===== src/rtl/opcode_sequencer_pkg.sv =====
// Shared encodings for the 6502 load/store sequencer: states, modes, opcode groups,
// write-enable bit positions and source-select codes. Indirect modes gated by INDIRECT_MODES_EN.
// Pure definitions; no timing or flow control here.
package opcode_sequencer_pkg;

  typedef enum logic [3:0] {
    ST_IDLE, ST_DECODE, ST_FETCH_LO, ST_FETCH_HI, ST_PTR_LO,
    ST_PTR_HI, ST_INDEX, ST_FIX, ST_EXEC, ST_DONE
  } state_e;

  typedef enum logic [2:0] {
    MODE_IMM, MODE_ZP, MODE_ZP_IDX, MODE_ABS, MODE_ABS_IDX, MODE_IND_X, MODE_IND_Y
  } mode_e;

  typedef enum logic [1:0] {DST_ACC, DST_X, DST_Y} dst_e;

  localparam logic [1:0] CC_Y   = 2'b00;
  localparam logic [1:0] CC_ACC = 2'b01;
  localparam logic [1:0] CC_X   = 2'b10;

  localparam logic [2:0] AAA_STORE = 3'b100;
  localparam logic [2:0] AAA_LOAD  = 3'b101;

  // Opcode groups keyed by {aaa, cc}
  localparam logic [4:0] GRP_LDA = {AAA_LOAD,  CC_ACC};
  localparam logic [4:0] GRP_STA = {AAA_STORE, CC_ACC};
  localparam logic [4:0] GRP_LDX = {AAA_LOAD,  CC_X};
  localparam logic [4:0] GRP_STX = {AAA_STORE, CC_X};
  localparam logic [4:0] GRP_LDY = {AAA_LOAD,  CC_Y};
  localparam logic [4:0] GRP_STY = {AAA_STORE, CC_Y};

  // bbb modes for cc=01
  localparam logic [2:0] BBB_A_IND_X  = 3'b000;
  localparam logic [2:0] BBB_A_ZP     = 3'b001;
  localparam logic [2:0] BBB_A_IMM    = 3'b010;
  localparam logic [2:0] BBB_A_ABS    = 3'b011;
  localparam logic [2:0] BBB_A_IND_Y  = 3'b100;
  localparam logic [2:0] BBB_A_ZP_X   = 3'b101;
  localparam logic [2:0] BBB_A_ABS_Y  = 3'b110;
  localparam logic [2:0] BBB_A_ABS_X  = 3'b111;

  // bbb modes for cc=00/10
  localparam logic [2:0] BBB_XY_IMM     = 3'b000;
  localparam logic [2:0] BBB_XY_ZP      = 3'b001;
  localparam logic [2:0] BBB_XY_ABS     = 3'b011;
  localparam logic [2:0] BBB_XY_ZP_IDX  = 3'b101;
  localparam logic [2:0] BBB_XY_ABS_IDX = 3'b111;

  localparam int WE_ACC = 0;
  localparam int WE_X   = 1;
  localparam int WE_Y   = 2;
  localparam int WE_MEM = 3;

  localparam int SEL_IMM = 1;
  localparam int SEL_MEM = 2;
  localparam int SEL_ACC = 3;
  localparam int SEL_X   = 4;
  localparam int SEL_Y   = 5;

`ifdef INDIRECT_MODES_EN
  localparam bit INDIRECT_EN = 1'b1;
`else
  localparam bit INDIRECT_EN = 1'b0;
`endif

endpackage


===== src/rtl/opcode_sequencer_addr_mode_decode.sv =====
// addr_mode_decode: opcode byte to addressing mode, index register, direction, destination, legality.
// Latency: combinational.
// Backpressure: none.
module addr_mode_decode
  import opcode_sequencer_pkg::*;
#(
  parameter int REG_WIDTH = 8
) (
  input  logic [REG_WIDTH-1:0] opcode,
  output mode_e                mode,
  output logic                 index_is_y,
  output logic                 is_store,
  output dst_e                 dst,
  output logic                 legal
);

  logic [2:0] bbb;
  logic [4:0] grp;

  assign bbb = opcode[4:2];
  assign grp = {opcode[7:5], opcode[1:0]};

  always_comb begin
    mode       = MODE_IMM;
    index_is_y = 1'b0;
    is_store   = 1'b0;
    dst        = DST_ACC;
    legal      = 1'b0;
    case (grp)
      GRP_LDA, GRP_STA: begin
        legal    = 1'b1;
        is_store = (grp == GRP_STA);
        case (bbb)
          BBB_A_IND_X: begin mode = MODE_IND_X; legal = INDIRECT_EN; end
          BBB_A_ZP:    mode = MODE_ZP;
          BBB_A_IMM:   mode = MODE_IMM;
          BBB_A_ABS:   mode = MODE_ABS;
          BBB_A_IND_Y: begin mode = MODE_IND_Y; index_is_y = 1'b1; legal = INDIRECT_EN; end
          BBB_A_ZP_X:  mode = MODE_ZP_IDX;
          BBB_A_ABS_Y: begin mode = MODE_ABS_IDX; index_is_y = 1'b1; end
          BBB_A_ABS_X: mode = MODE_ABS_IDX;
          default:     legal = 1'b0;
        endcase
      end
      GRP_LDX, GRP_STX, GRP_LDY, GRP_STY: begin
        legal      = 1'b1;
        is_store   = (grp == GRP_STX) || (grp == GRP_STY);
        dst        = ((grp == GRP_LDX) || (grp == GRP_STX)) ? DST_X : DST_Y;
        index_is_y = ((grp == GRP_LDX) || (grp == GRP_STX));
        case (bbb)
          BBB_XY_IMM:     mode = MODE_IMM;
          BBB_XY_ZP:      mode = MODE_ZP;
          BBB_XY_ABS:     mode = MODE_ABS;
          BBB_XY_ZP_IDX:  mode = MODE_ZP_IDX;
          BBB_XY_ABS_IDX: mode = MODE_ABS_IDX;
          default:        legal = 1'b0;
        endcase
      end
      default: legal = 1'b0;
    endcase
    // Stores have no immediate form, and STX abs,Y / STY abs,X do not exist.
    if (is_store && ((mode == MODE_IMM) || ((dst != DST_ACC) && (mode == MODE_ABS_IDX))))
      legal = 1'b0;
  end

endmodule


===== src/rtl/opcode_sequencer.sv =====
// opcode_sequencer: 6502 LD/ST decode + addressing FSM; (zp,X)/(zp),Y under INDIRECT_MODES_EN.
// Latency: accept to done 4 (imm/zp), 5 (zp,idx/abs), 6 (abs,idx), +1 page cross, + operand stalls.
// Backpressure: waits in fetch states while op_valid is low; instr_ready low from accept until idle.
module opcode_sequencer
  import opcode_sequencer_pkg::*;
#(
  parameter int REG_WIDTH  = 8,
  parameter int ADDR_WIDTH = 16,
  parameter int SEL_WIDTH  = 4,
  parameter int WE_WIDTH   = 10
) (
  input  logic                  clk,
  input  logic                  reset_n,
  input  logic                  instr_valid,
  input  logic [REG_WIDTH-1:0]  instr_data,
  output logic                  instr_ready,
  output logic                  op_req,
  input  logic                  op_valid,
  input  logic [REG_WIDTH-1:0]  op_data,
  input  logic [REG_WIDTH-1:0]  x_in,
  input  logic [REG_WIDTH-1:0]  y_in,
  output logic [ADDR_WIDTH-1:0] eff_addr,
  output logic [REG_WIDTH-1:0]  operand_out,
  output logic [WE_WIDTH-1:0]   we,
  output logic [SEL_WIDTH-1:0]  src_sel,
  output logic                  mem_rd,
  output logic                  mem_wr,
  output logic                  page_cross,
  output logic                  done,
  output logic                  illegal
);

  typedef struct packed {
    logic [WE_WIDTH-1:0]  we;
    logic [SEL_WIDTH-1:0] src_sel;
    logic                 mem_rd;
    logic                 mem_wr;
  } ctl_t;

  state_e               state;
  logic [REG_WIDTH-1:0] opcode_q, lo_q, hi_q;
  mode_e                mode;
  dst_e                 dst;
  logic                 index_is_y, is_store, legal;
  ctl_t                 ctl_q, exec_ctl;
  logic [REG_WIDTH-1:0] idx, hi_inc;
  logic [REG_WIDTH:0]   idx_sum;

  addr_mode_decode #(.REG_WIDTH(REG_WIDTH)) u_decode (
    .opcode     (opcode_q),
    .mode       (mode),
    .index_is_y (index_is_y),
    .is_store   (is_store),
    .dst        (dst),
    .legal      (legal)
  );

  assign idx     = index_is_y ? y_in : x_in;
  assign idx_sum = {1'b0, lo_q} + {1'b0, idx};
  assign hi_inc  = hi_q + 1'b1;

`ifdef INDIRECT_MODES_EN
  logic [REG_WIDTH-1:0] ptr_q, ptr_addr, ptr_next;
  assign ptr_addr = (mode == MODE_IND_X) ? op_data + x_in : op_data;
  assign ptr_next = ptr_q + 1'b1;
`endif

  // Strobes for the single execute cycle, loaded into ctl_q on entry to ST_EXEC.
  always_comb begin
    exec_ctl = '0;
    if (is_store) begin
      exec_ctl.mem_wr         = 1'b1;
      exec_ctl.we[WE_MEM]     = 1'b1;
      case (dst)
        DST_X:   exec_ctl.src_sel = SEL_WIDTH'(SEL_X);
        DST_Y:   exec_ctl.src_sel = SEL_WIDTH'(SEL_Y);
        default: exec_ctl.src_sel = SEL_WIDTH'(SEL_ACC);
      endcase
    end else begin
      case (dst)
        DST_X:   exec_ctl.we[WE_X]   = 1'b1;
        DST_Y:   exec_ctl.we[WE_Y]   = 1'b1;
        default: exec_ctl.we[WE_ACC] = 1'b1;
      endcase
      if (mode == MODE_IMM) begin
        exec_ctl.src_sel = SEL_WIDTH'(SEL_IMM);
      end else begin
        exec_ctl.src_sel = SEL_WIDTH'(SEL_MEM);
        exec_ctl.mem_rd  = 1'b1;
      end
    end
  end

  always_ff @(posedge clk) begin
    if (!reset_n) begin
      state       <= ST_IDLE;
      instr_ready <= 1'b1;
      op_req      <= 1'b0;
      eff_addr    <= '0;
      operand_out <= '0;
      page_cross  <= 1'b0;
      done        <= 1'b0;
      illegal     <= 1'b0;
      ctl_q       <= '0;
      opcode_q    <= '0;
      lo_q        <= '0;
      hi_q        <= '0;
`ifdef INDIRECT_MODES_EN
      ptr_q       <= '0;
`endif
    end else begin
      done    <= 1'b0;
      illegal <= 1'b0;
      case (state)
        ST_IDLE: if (instr_valid && instr_ready) begin
          opcode_q    <= instr_data;
          instr_ready <= 1'b0;
          eff_addr    <= '0;
          operand_out <= '0;
          page_cross  <= 1'b0;
          state       <= ST_DECODE;
        end
        ST_DECODE: if (legal) begin
          op_req <= 1'b1;
          state  <= ST_FETCH_LO;
        end else begin
          illegal     <= 1'b1;
          instr_ready <= 1'b1;
          state       <= ST_IDLE;
        end
        ST_FETCH_LO: if (op_valid) begin
          lo_q <= op_data;
          case (mode)
            MODE_IMM: begin
              operand_out <= op_data;
              op_req      <= 1'b0;
              ctl_q       <= exec_ctl;
              state       <= ST_EXEC;
            end
            MODE_ZP: begin
              eff_addr <= ADDR_WIDTH'(op_data);
              op_req   <= 1'b0;
              ctl_q    <= exec_ctl;
              state    <= ST_EXEC;
            end
            MODE_ZP_IDX: begin
              op_req <= 1'b0;
              state  <= ST_INDEX;
            end
`ifdef INDIRECT_MODES_EN
            MODE_IND_X, MODE_IND_Y: begin
              op_req       <= 1'b0;
              ptr_q        <= ptr_addr;
              eff_addr     <= ADDR_WIDTH'(ptr_addr);
              ctl_q.mem_rd <= 1'b1;
              state        <= ST_PTR_LO;
            end
`endif
            default: state <= ST_FETCH_HI;
          endcase
        end
        ST_FETCH_HI: if (op_valid) begin
          hi_q   <= op_data;
          op_req <= 1'b0;
          if (mode == MODE_ABS) begin
            eff_addr <= ADDR_WIDTH'({op_data, lo_q});
            ctl_q    <= exec_ctl;
            state    <= ST_EXEC;
          end else begin
            state <= ST_INDEX;
          end
        end
`ifdef INDIRECT_MODES_EN
        ST_PTR_LO: if (op_valid) begin
          lo_q     <= op_data;
          eff_addr <= ADDR_WIDTH'(ptr_next);
          state    <= ST_PTR_HI;
        end
        ST_PTR_HI: if (op_valid) begin
          hi_q <= op_data;
          if (mode == MODE_IND_Y) begin
            ctl_q <= '0;
            state <= ST_INDEX;
          end else begin
            eff_addr <= ADDR_WIDTH'({op_data, lo_q});
            ctl_q    <= exec_ctl;
            state    <= ST_EXEC;
          end
        end
`endif
        ST_INDEX: begin
          // Zero-page indexing wraps inside page zero; carry only matters for 16-bit bases.
          if (mode == MODE_ZP_IDX) begin
            eff_addr <= ADDR_WIDTH'(idx_sum[REG_WIDTH-1:0]);
            ctl_q    <= exec_ctl;
            state    <= ST_EXEC;
          end else begin
            eff_addr <= ADDR_WIDTH'({hi_q, idx_sum[REG_WIDTH-1:0]});
            if (idx_sum[REG_WIDTH]) begin
              page_cross <= 1'b1;
              state      <= ST_FIX;
            end else begin
              ctl_q <= exec_ctl;
              state <= ST_EXEC;
            end
          end
        end
        ST_FIX: begin
          eff_addr <= ADDR_WIDTH'({hi_inc, eff_addr[REG_WIDTH-1:0]});
          ctl_q    <= exec_ctl;
          state    <= ST_EXEC;
        end
        ST_EXEC: begin
          ctl_q <= '0;
          done  <= 1'b1;
          state <= ST_DONE;
        end
        ST_DONE: begin
          instr_ready <= 1'b1;
          state       <= ST_IDLE;
        end
        default: begin
          instr_ready <= 1'b1;
          op_req      <= 1'b0;
          ctl_q       <= '0;
          state       <= ST_IDLE;
        end
      endcase
    end
  end

  assign we      = ctl_q.we;
  assign src_sel = ctl_q.src_sel;
  assign mem_rd  = ctl_q.mem_rd;
  assign mem_wr  = ctl_q.mem_wr;

endmodule


===== config.mk =====
export PLATFORM = sky130hd
export DESIGN_NAME = opcode_sequencer
export DESIGN_NICKNAME = d
export VERILOG_FILES = /design/src/rtl/opcode_sequencer_pkg.sv /design/src/rtl/opcode_sequencer_addr_mode_decode.sv /design/src/rtl/opcode_sequencer.sv
export SDC_FILE = /design/constraint.sdc
export NUM_CORES = 1
export LEC_CHECK = 0
export BUFFER_PORTS_ARGS = -buffer_cell sky130_fd_sc_hd__buf_2
export CAP_MARGIN = 40
export CORE_MARGIN = 3
export CORE_UTILIZATION = 40
export CTS_CLUSTER_DIAMETER = 80
export DETAILED_ROUTE_END_ITERATION = 8
export PLACE_DENSITY_LB_ADDON = 0.1
export SYNTH_ARGS = -nofsm -noshare
export SYNTH_HDL_FRONTEND = slang
export SYNTH_SLANG_ARGS = --single-unit

===== constraint.sdc =====
create_clock -name clk -period 3.71 [get_ports clk]
set_input_delay 0 -clock clk [delete_from_list [all_inputs] [get_ports clk]]
set_output_delay 0 -clock clk [all_outputs]
set_load 0.02 [all_outputs]

==> summary.md, run 1 <==
The run finished with clean final reports. Buffers placed on the I/O ports in this run total 73. The dominant register cell in the synthesized netlist is sky130_fd_sc_hd__dfxtp_1.

In this run the top signal layer used is met4. The proportion of synthesized flip-flops having asynchronous set or reset was 0%. Sorting the synthesized cells by area gives the leading types as sky130_fd_sc_hd__dfxtp_1 35%, sky130_fd_sc_hd__a21oi_1 6.3%, sky130_fd_sc_hd__mux2i_1 6.2%, sky130_fd_sc_hd__nand2_1 5.1%, sky130_fd_sc_hd__nand3_1 5.0%. The largest net degree at the start of global routing is 26. Summed over all layers, the global routing overflow is 0. The worst-case hold path end point was illegal.

Dividing the detail-routed wire length by the instance count gives 15.9 µm. The tools report the final hold violation count as 0. The tools report the critical register-to-register path startpoint as opcode_q[0].

For the final-layout fill cell count, the log shows 908. In this run the horizontal extent of the chip is 102 µm. After synthesis, the largest area contributor takes up 35.0% of total cell area. After floorplanning, the core was divided into 34 placement rows. After Yosys synthesis, and, or, nand and nor cells account for 25.8% of the synthesized area. Routability-driven placement finished with a final weighted congestion of 0.911. The H-tree depth reported by CTS was 3.

In the final routing, the length of wire on met1 measures 4840 µm. Ranked by instance count, the synthesized netlist is headed by 65 x sky130_fd_sc_hd__dfxtp_1, 51 x sky130_fd_sc_hd__nand2_1, 47 x sky130_fd_sc_hd__a21oi_1. The gate count of the mapped netlist is 469, and the post-detailed-route via-to-cell ratio is 5.52. The critical path contains buffers and inverters numbering 4 combined. The peak per-stage delay on the critical path is 420 ps, and the register bit total from synthesis is 65. The critical path capture point type was a register. Detailed placement ended at an HPWL of 7500 µm. For the buffer levels on the longest clock path, the log shows 2.

The endpoint of the most critical register-to-register path was we[2]. The worst setup skew after layout was 9.00 ps; the switching power as a share of total power was 27.6%. Once layout is done, the placed cells without fillers occupy 4480 µm².

STA classifies the critical path startpoint as a register. The die height works out to 102 µm. The run gives 81 as the I/O pin count. Sequential cells account for 46.6% of the total power. The analysis attributes to cell leakage a power of 0.00184 µW.

The count of distinct cell types in the synthesized netlist came out at 58. The die covers 10500 µm². Once routing completed, OpenROAD measured the worst setup slack at 414 ps.

The total core area was 8890 µm²; the share of cell area taken by muxes after synthesis was 8.61%. On the critical path, the stage with the largest delay is an instance of sky130_fd_sc_hd__dfxtp_1. The worst path arrival time was 3570 ps; the clock transition time at the flip-flop clock pins of the worst setup and hold paths was 70 ps. The length of the first detailed-routing pass in iterations is 5, and the fraction of the mapped netlist area in compound gates is 18.6%. The internal power of the cells totals 1150 µW. The clock network burns 39.4% of the power. TritonCTS built the clock tree. After detailed routing, the total wire length is 10500 µm.

After the first detailed-routing iteration, the DRC count stood at 186. Setup violations remaining at the end of the flow were counted as 0. The maximum frequency from static timing analysis came out at 303 MHz. Max-cap violations in this run came to 0. The tools report the number of max-slew violations in the final report as 0. The detail route stage leaves a number of antenna-violating nets equal to 0.

In this run the worst path has a maximum fanout of 8. The sequential-to-total area share from yosys stat is 35.0%, and the routed length on met3 is 633 µm. After synthesis, the largest family of logic cells by area is simple AND/OR/NAND/NOR gates. The growth of design area from synthesis to finish came out at 20.4%. For this block, the via count after detailed routing is 3641.

In this run the number of cells on the critical path is 14. The tools report the part of the total power dissipated in combinational logic as 14.0%. The clock sink total was 65; the combined area of all synthesized cells was 3720 µm². The final-layout setup total negative slack is 0 ps. Xor and xnor area share after synthesis: 2.12%. The number of cells on the worst reg-to-reg path is 14. During synthesis, Yosys emitted a total of 0 warnings. The worst-skew pair later-pin latency is 350 ps, and the count of flip-flops with a built-in enable after synthesis is 0. The signal on the critical path passes through inv_1 -> nor4b_1 -> o21ai_1 -> buf_4 -> mux2_2 -> ha_1 -> inv_1 -> fa_1 -> nand3b_1 -> a311oi_1 -> nor3_1 -> o21ai_2 -> buf_4 -> mux2i_1. Summed over all nets, the switching power comes to 437 µW. In this run, placement finished with an instance count of 629. Measured on the finished design, the core utilization comes to 50.4%. After synthesis, the mean cell area works out to 7.93 µm². The layout net count is 595.

The layout cell share with drive strength beyond 1 was 19.9%. The logs give 0 for the number of antenna violations at the first check in global routing and 41.8% for the effective utilization at floorplan. Yosys instantiated no cell more often than sky130_fd_sc_hd__dfxtp_1.

The total track usage came out at 20.4%. In this run the most critical hold path is launched from reset_n. The antenna cell count was 0. The tools report the detailed-route DRC error count as 0. The clock tree root driver cell is sky130_fd_sc_hd__clkbuf_8. The logs give 410 ps for the worst reg-to-reg setup slack and 660 for the non-filler instance count after layout. Counting the buffers created by CTS gives 9.

The top cell type by total area after synthesis was sky130_fd_sc_hd__dfxtp_1. Summing all placed instances gives a cell area of 4120 µm². The number of global-route vias before repair came out at 3384.

Subtracting the final worst setup slack from the clock period gives 3300 ps. Dividing the final minimum period by the clock period gives 88.8%. In this run the worst hold path is classified as in2reg. The relative slew slack is 43.6%. The worst-margin pin slew is 845 ps, and the met2 wire length is 4900 µm. At the worst endpoint, the required time is 3980 ps. The startpoint-to-endpoint class of the critical path is reg2reg. The number of setup buffers added after CTS is 0. The synthesized-area fraction occupied by adder cells is 3.90%, and the worst voltage drop across the vdd grid is 0.232 mV. The cell type group with the largest total delay on the critical path was simple AND/OR/NAND/NOR gates.

The power per standard cell area is 353 nW/µm². Depth of the worst hold-timing path: 3. Setup repair after global routing left no endpoint under its margin.

The first global-routing pass estimated 16800 µm of wire. At the placement stage, the worst setup path has a slack of 482 ps.
-- registers in the layout, indices dropped and copies added (netlist names), 3 cells and up --
name         cells
src_sel          3
opcode_q         8
operand_out      8
hi_q             8
state            4
eff_addr        16
we               4
lo_q             8
-- how the worst max path moves through the flow --
stage / slack (ps) / end / from
detailed placement: 480 / we[2] / opcode_q[0]
floorplan: 620 / mem_rd / opcode_q[4]
global placement: 580 / state[1] / opcode_q[0]
finish: 410 / we[2] / opcode_q[0]
global route: 80 / state[1] / opcode_q[0]
CTS: 450 / we[2] / opcode_q[0]
-- power groups by stage --
stage               Clock (µW)  Combinational [µW]  Sequential [µW]
floorplan                    0                 153              747
global placement             0                 206              752
detailed placement           0                 207              754
CTS                        633                 221              737
global route               660                 244              742
finish                     624                 221              738
-- kinds of logic after synthesis --
logic type,after synthesis
adders and majority gates,11
and+or+nand+nor,191
other,1
muxes,31
buffers and inverters,45
AOI/OAI and AO/OA,116
xor gates and xnor gates,9
DFF,65
-- worst reg2reg max path: stages (launching register included) --
cell                       delay, ps
sky130_fd_sc_hd__dfxtp_1         420
sky130_fd_sc_hd__inv_1           110
sky130_fd_sc_hd__nor4b_1         330
sky130_fd_sc_hd__o21ai_1         120
sky130_fd_sc_hd__buf_4           190
sky130_fd_sc_hd__mux2_2          240
sky130_fd_sc_hd__ha_1            170
sky130_fd_sc_hd__inv_1            60
sky130_fd_sc_hd__fa_1            390
sky130_fd_sc_hd__nand3b_1        210
sky130_fd_sc_hd__a311oi_1        320
sky130_fd_sc_hd__nor3_1          140
sky130_fd_sc_hd__o21ai_2         130
sky130_fd_sc_hd__buf_4           210
sky130_fd_sc_hd__mux2i_1         190
-- through the flow --
step	total power [µW]	hold WS [ps]
6_report	1580	65.9
5_1_grt	1650	58.9
4_1_cts	1590	35.1
3_5_place_dp	961	241
3_3_place_gp	958	235
2_1_floorplan	900	139
-- what timing repair did --
action,CTS,global route
endpoints found under the setup margin,0,0
hold endpoints to repair,32,0
hold buffers,16,0
gates resized for setup,0,0
-- placed cells by master (no fill, tap or decap), types with 8 or more instances in the layout --
cell and n:
sky130_fd_sc_hd__nor3_1 8, sky130_fd_sc_hd__nand3_1 37, sky130_fd_sc_hd__nor2_1 40, sky130_fd_sc_hd__dfxtp_1 65, sky130_fd_sc_hd__dlygate4sd3_1 16, sky130_fd_sc_hd__ha_1 10
sky130_fd_sc_hd__clkbuf_8 11, sky130_fd_sc_hd__mux2_2 8, sky130_fd_sc_hd__buf_2 73, sky130_fd_sc_hd__nand2b_1 15, sky130_fd_sc_hd__nand2_1 51, sky130_fd_sc_hd__o21ai_0 29
sky130_fd_sc_hd__mux2i_1 23, sky130_fd_sc_hd__buf_4 8, sky130_fd_sc_hd__inv_1 9, sky130_fd_sc_hd__a21oi_1 47
-- metal layers --
metal	GRT usage, %	up-vias
met3	4.30	15
li1	-	1816
met1	27.5	1688
met2	32.8	122
met5	0	-
met4	6.26	0
-- cell type report --
type / count / area, µm² / area share, %
Tap cell: 108 / 135 / 3.02
Timing Repair Buffer: 97 / 586 / 13.1
Clock inverter: 3 / 40.0 / 0.894
Multi-Input combinational cell: 365 / 2220 / 49.7
Sequential cell: 65 / 1300 / 29.1
Clock buffer: 12 / 155 / 3.46
Inverter: 10 / 37.5 / 0.838
No activity file was read; power rests on OpenSTA's default activity.
==> run 2, diff against run 1 <==
Settings changed: CAP_MARGIN 40 to 20, SKIP_CTS_REPAIR_TIMING from default to 1, SYNTH_HIERARCHICAL from default to 1.
==> run 2 against run 1 <==
- the flow now finishes with violations (negative hold slack)
- critical path depth is the same
- clock-buffer cell count is the same
- combinational power shrank 14%
- sequential share of layout area shrank 1.6 points
- critical endpoint is now src_sel[1]
- highest routed layer unchanged
==> summary.md, run 2 <==
The global routing met2 resource utilization is 30.8%. The count of input and output buffers was 73; the growth of design area from synthesis to finish was 20.9%. The horizontal die dimension was 105 µm; the number of global-route vias before repair was 3374.

Sequential-to-total area share from yosys stat: 33.2%. The startpoint-to-endpoint class of the critical path was reg2reg. The final reports fail on negative hold slack.

Once detail routing completed, the nets flagged for antenna violations numbered 0. Setup repair after global routing left no endpoint under its margin. The number of DRC markers in iteration 0 came out at 203. After technology mapping, the gate count stands at 475.

More flip-flops sit in one register than any other, and that register is eff_addr. Timing analysis after detailed placement gives a worst setup slack of 18.4 ps. Antenna cell count: 0. The register bit total from synthesis is 65. The tools report the final hold violation count as 1. The layer with the highest usage was met2. The worst-margin pin slew is 701 ps. The library cells used most frequently in the layout, excluding fill and tap cells, are 73 x sky130_fd_sc_hd__buf_2, 65 x sky130_fd_sc_hd__dfxtp_1, 49 x sky130_fd_sc_hd__nand2_1. For this run, design rule violations remaining after detail routing come to 0. Final-layout fill cell count: 944. The die height works out to 105 µm.

The clock drives 65 sinks. The number of antenna violations at the first check in global routing is 0. After synthesis, the most frequently instantiated cells are 65 x sky130_fd_sc_hd__dfxtp_1, 49 x sky130_fd_sc_hd__nand2_1, 35 x sky130_fd_sc_hd__nand3_1. The run gives 0 as the number of max-slew violations in the final report. The placed standard-cell area is 4330 µm². The overall die area is 11000 µm².

In the post-synthesis netlist, the biggest area contributors are sky130_fd_sc_hd__dfxtp_1 33%, sky130_fd_sc_hd__mux2i_1 5.9%, sky130_fd_sc_hd__nand2_1 4.7%, sky130_fd_sc_hd__nand3_1 4.5%, sky130_fd_sc_hd__nor2b_1 4.5%. The total core area is 9370 µm². The tree is rooted in a sky130_fd_sc_hd__clkbuf_8. Counting I/O delays and the setup requirement, the final critical path takes 3440 ps. The average detailed-routed wire length per instance was 16.0 µm. The power per standard cell area was 356 nW/µm². The tools report the source of the critical timing path as opcode_q[7]. The final routed wirelength across all metal layers was 10900 µm; the count of flip-flops with a built-in enable after synthesis was 0. Setup violations remaining at the end of the flow were counted as 0.

In this run the tightest slew margin relative to its limit is 53.2%. The total track usage is 19.8%, and the flip-flop count of the largest register, all copies and words added is 16. Yosys printed 6 warnings.

TritonCTS built the clock tree. The depth of the worst hold-timing path works out to 3. After layout, the worst path uses 92.7% of the clock period. The initial utilization of the core area, before any placement, comes to 41.8%. Largest net degree at the start of global routing: 45. In this run the deepest clock path goes through 2 buffers.

The cell with the most instances after synthesis was sky130_fd_sc_hd__dfxtp_1. The worst register-to-register path begins at opcode_q[7]. At the end of routability-driven placement, the weighted congestion stood at 0.890. The finished cells cover 4740 µm². Number of maximum-capacitance violations: 0. The worst-case IR drop observed on VDD is 0.195 mV. The number of cells on the worst reg-to-reg path is 14. After layout, the worst setup slack is 269 ps. In this run the cell area of the synthesized design comes to 3920 µm².

The H-tree depth reported by CTS is 3. For the layout net count, the log shows 593. Derived from the worst setup path, the maximum achievable clock frequency is 291 MHz.

For hold timing, the worst endpoint is hi_q[2]. Summed over all failing endpoints, the final setup total negative slack is 0 ps. Clock latency on the worst-skew pair, taken at its later pin, is 340 ps. The worst setup skew after layout was 8.44 ps; the post-detailed-route via-to-cell ratio was 5.38.

The final-layout worst hold slack is -5.52 ps, and the met1 track demand over resource is 28.1%. Summed over all cells, the static leakage comes to 0.00198 µW. The category of the worst setup path launch point was a register. Type of the tightest min-delay check: in2reg. The critical-path maximum fanout is 8, and the I/O pin count is 81. After floorplanning, the core was divided into 35 placement rows. The completed layout was analyzed and its total power is 1690 µW.

The endpoint identified for the worst register-to-register timing path is src_sel[1]. In this run, distinct cell masters in the synthesized netlist total 65. After synthesis, the mean cell area works out to 8.25 µm². The critical path capture point type was a register. The tools report the startpoint of the worst hold path as op_data[2]. The run finished, with violations left. Data on the critical path arrives at its endpoint at 3660 ps.

The tools report the endpoint required time on the critical path as 3930 ps. The biggest area contributor in the post-synthesis netlist is sky130_fd_sc_hd__dfxtp_1. In the final layout, the share of cells above drive strength 1 is 20.7%. Of the post-synthesis cell area, the dominant cell type holds 33.2%. After clock tree synthesis, the clock-pin slew on the worst setup and hold paths is 80 ps. For the first-pass GRT wire length, the log shows 17500 µm.

Cells fill 50.5% of the core in the end. The remaining global-route overflow was 0; the worst reg-to-reg setup slack was 270 ps. The dominant register cell in the synthesized netlist was sky130_fd_sc_hd__dfxtp_1. The most common library cell in the layout ignoring fill and taps is sky130_fd_sc_hd__buf_2. For met3 alone, demand over resource in global routing was 3.27%. The first detailed-routing pass took 5 iterations. The TritonCTS buffer count is 9, and the detailed-route via count is 3653. The proportion of synthesized flip-flops having asynchronous set or reset is 0%. Once detailed placement completed, the half-perimeter wirelength came to 7890 µm.
-- run 2: cell families after synthesis --
kind of cell / after synthesis / synth area share, %
xor+xnor: 6 / 1.34
fa+ha+maj: 12 / 4.02
other cells: 1 / 0.0957
mux: 30 / 7.89
compound gates: 115 / 20.3
buf+inv: 53 / 6.61
simple gates: 193 / 26.5
flops: 65 / 33.2
-- run 2: worst max-delay path by stage --
stage                       end  cells past startpoint
floorplan                mem_rd                     14
global placement     src_sel[1]                     14
detailed placement   src_sel[1]                     14
CTS                  src_sel[1]                     14
global route        eff_addr[5]                     13
finish               src_sel[1]                     14
-- run 2: power by group --
| group | switching, µW | internal (µW) | leakage [µW] |
|---|---|---|---|
| Clock | 286 | 485 | 0.000127 |
| Sequential | 18.5 | 708 | 0.000525 |
| Combinational | 105 | 84.5 | 0.00133 |
| Total | 409 | 1280 | 0.00198 |
-- run 2: layout make-up --
cell class	instances	area, µm²	share of cell area (%)
Tap cell	129	161	3.41
Sequential cell	65	1300	27.5
Clock inverter	4	98.8	2.09
Clock buffer	12	155	3.28
Multi-Input combinational cell	363	2420	51.1
Inverter	12	45.0	0.951
Timing Repair Buffer	94	556	11.7
-- run 2: through the flow --
stage	hold slack, ps	instances
after floorplan	156	481
after global placement	250	650
after detailed placement	261	650
after CTS	-105	666
after global routing	13.1	679
final	-5.52	679
-- run 2: per-layer routing --
layer | share of wire [%] | routed length (µm)
met1 | 49 | 5300
met2 | 45 | 4900
met3 | 5.2 | 562
met4 | 1.2 | 131
met5 | 0 | 0
-- run 2: critical path, cell delays in order, from the launching register on --
cell                       delay, ps
sky130_fd_sc_hd__dfxtp_1         350
sky130_fd_sc_hd__nor4bb_1        380
sky130_fd_sc_hd__nand2_1         150
sky130_fd_sc_hd__o21bai_4        230
sky130_fd_sc_hd__mux2_2          370
sky130_fd_sc_hd__ha_1            210
sky130_fd_sc_hd__inv_1            80
sky130_fd_sc_hd__fa_1            200
sky130_fd_sc_hd__nor2b_1          70
sky130_fd_sc_hd__o31a_1          260
sky130_fd_sc_hd__o311a_1         320
sky130_fd_sc_hd__o21ai_1         260
sky130_fd_sc_hd__nand3_1         130
sky130_fd_sc_hd__buf_4           200
sky130_fd_sc_hd__mux2i_1         130
==> run 3, diff against run 2 <==
Settings changed: MAX_ROUTING_LAYER from default to met4.
==> run 3 against run 2 <==
- the run still ends with negative hold slack left
- clock power is 16% lower
- final cell count is 0.15% lower
- first-iteration DRC count is 35% lower
- maximum frequency is 0.74% higher
- combinational power hardly changed
- wire length is 1.0% lower
- sequential share of layout area is 0.35 points higher
- critical path depth stayed put
- global-route usage is 0.17 points higher
- worst hold slack better by 0.70 ps
- largest power group is now sequential cells
- highest routed layer unchanged
==> summary.md, run 3 (synthesis results as in run 2) <==
The run finished, with violations left. The final reports fail on negative hold slack. The die is 105 µm wide. STA classifies the critical path startpoint as a register. The tools report the maximum frequency from static timing analysis as 293 MHz.

At the worst endpoint, the arrival time is 3640 ps. The critical path goes through nor3b_4 -> and2_1 -> o21bai_2 -> mux2_2 -> ha_1 -> inv_1 -> fa_1 -> nor2b_1 -> o31a_1 -> o311a_1 -> o21ai_1 -> nand3_1 -> buf_4 -> mux2i_1. The tool flagged a number of max-cap violations equal to 0. The tools report the effective utilization at floorplan as 41.8%.

The floorplan has 35 rows. The layout cell share with drive strength beyond 1 was 20.9%. The growth of design area from synthesis to finish is 19.4%. The clock tree root driver cell is sky130_fd_sc_hd__clkbuf_8.

The remaining global-route overflow is 0, and the power per standard cell area is 333 nW/µm². TritonCTS created 9 clock buffers. Startpoint of the worst hold path: op_data[2].

Routability-driven placement finished with a final weighted congestion of 0.886. The run gives 592 as the layout net count. For this run, the detailed router's first-pass iteration total came to 6. In this run the critical register-to-register path is launched from opcode_q[0].

The clock net in this run drives a total of 65 sinks. The logs give 0 ps for the final-layout setup total negative slack and 3 for the final hold violation count. The I/O pin count is 81, and the final critical-path required period is 3420 ps. The flip-flop count of the largest register, all copies and words added came out at 16.

Remaining antenna violation count after routing: 0. The run gives 2 as the buffer levels on the longest clock path. STA puts the critical path data required time at 3940 ps. The run gives 0 as the number of max-slew violations in the final report. The worst setup path is captured at a register. After layout, the worst path uses 92.1% of the clock period. Number of antenna violations at the first check in global routing: 0.

Leaving out fill and tap cells, the most frequent cell in the layout is sky130_fd_sc_hd__buf_2. After the flow finishes, the layout carries non-filler instances totaling 678. The total power is 1560 µW. Setup repair after global routing left no endpoint under its margin. The tools report the total track usage as 20.0%.

H-tree depth reported by CTS: 3. The tightest min-delay check is of the in2reg type. On the final layout, the worst clock skew is 4.70 ps.

The die is 105 µm tall. Number of global-route vias before repair: 3390. Register with the most flip-flops: eff_addr.

The tools report the final setup violation count as 0. Startpoint-to-endpoint class of the critical path: reg2reg. After detailed routing, the number of remaining DRC violations is 0.

The post-detailed-route via-to-cell ratio is 5.32, and the peak per-stage delay on the critical path is 380 ps. At the later pin of the worst-skew pair, clock insertion delay measures 330 ps. The first global-routing pass estimated 17300 µm of wire. The detailed-route via count was 3606. The worst pin sits at a relative slew slack of 52.3%. The average detailed-routed wire length per instance was 15.9 µm; the final-layout worst hold slack was -4.82 ps. Worst-margin pin slew: 715 ps. Of all nets on the critical path, the largest fanout is 8. Count of input and output buffers: 73. Clock-pin slew was measured on the worst setup and hold paths at 70 ps. The first routing iteration left 132 violations. The number of antenna diodes in the final layout is 0. Detailed placement finished with a half-perimeter wire length of 7850 µm. Tracing the worst setup path back leads to its startpoint at opcode_q[0].

After floorplanning, the core was sized to cover 9370 µm². Entering global routing, the biggest net connects 46 pins. Across the VDD grid, the largest voltage drop is 0.191 mV.

The die covers 11000 µm². Leakage power: 0.00196 µW. Among all stages on the critical path, the largest delay is contributed by sky130_fd_sc_hd__mux2_2. Once placement completed, the tool counted placed cells totaling 651.

In the layout the commonest cells are 73 x sky130_fd_sc_hd__buf_2, 65 x sky130_fd_sc_hd__dfxtp_1, 49 x sky130_fd_sc_hd__nand2_1. TritonCTS built the clock tree. The routed design has 10800 µm of wire.
==> run 3: cell count changes in the layout (fill, tap and decap cells not counted) <==
cell                            before  now
sky130_fd_sc_hd__bufinv_16           3    1
sky130_fd_sc_hd__dlygate4sd3_1      13   11
sky130_fd_sc_hd__buf_4               8    9
sky130_fd_sc_hd__clkbuf_1            1    2
sky130_fd_sc_hd__clkbuf_8           11   12
sky130_fd_sc_hd__clkinv_2            0    1
sky130_fd_sc_hd__clkinv_4            1    0
sky130_fd_sc_hd__nor4bb_1            2    1
sky130_fd_sc_hd__nor4bb_2            0    1
sky130_fd_sc_hd__o21bai_2            0    1
sky130_fd_sc_hd__o21bai_4            1    0
==> run 3: per-stage QoR <==
step / util (%) / instance area [µm²] / setup WS, ps / hold WS (ps)
after detailed placement: 46.3 / 4340 / 36.3 / 261
after floorplan: - / 3940 / 82.3 / 156
after CTS: 48.5 / 4550 / 17.1 / -92.0
after global placement: 46.3 / 4340 / 128 / 250
after global routing: 49.9 / 4680 / 27.5 / -1.98
final: 49.9 / 4680 / 294 / -4.82
==> run 3: where the power goes <==
part / total [µW] / internal [µW] / switching (µW)
Combinational: 188 / 84.2 / 104
Clock: 644 / 366 / 278
Sequential: 725 / 708 / 17.6
Total: 1560 / 1160 / 400
==> run 3: cell type report <==
class,instances,area (µm²)
sequential,65,1300
multi-input combinational,363,2420
timing repair buffer,93,543
inverter,12,45.0
tap,129,161
clock inverter,2,35.0
fill,945,4700
clock buffer,14,173
==> run 3: critical path: cells and delay by family, from the launching register on <==
family / cells / cell delay (ps)
AO/OA/AOI/OAI: 4 / 1020
adder cells (fa/ha/maj): 2 / 410
buffers and inverters: 2 / 270
flip-flops: 1 / 340
multiplexers: 2 / 500
AND/OR/NAND/NOR: 4 / 760
==> run 3: routing by layer <==
layer  vias to the layer above  wire, µm  track usage [%]
li1                       1820         -                -
met1                      1666      5140             27.4
met2                       109      4860             30.3
met3                        11       678             4.01
met4                         0       102             4.78
met5                         -         0                -
==> run 3: path summary, 6_finish.rpt <==
kind	end	slack (ps)	depth (start not counted)
setup / recovery	src_sel[0]	290	14
hold / removal	hi_q[2]	-5	3
setup reg to reg	src_sel[0]	290	14
hold reg to reg	we[0]	460	2
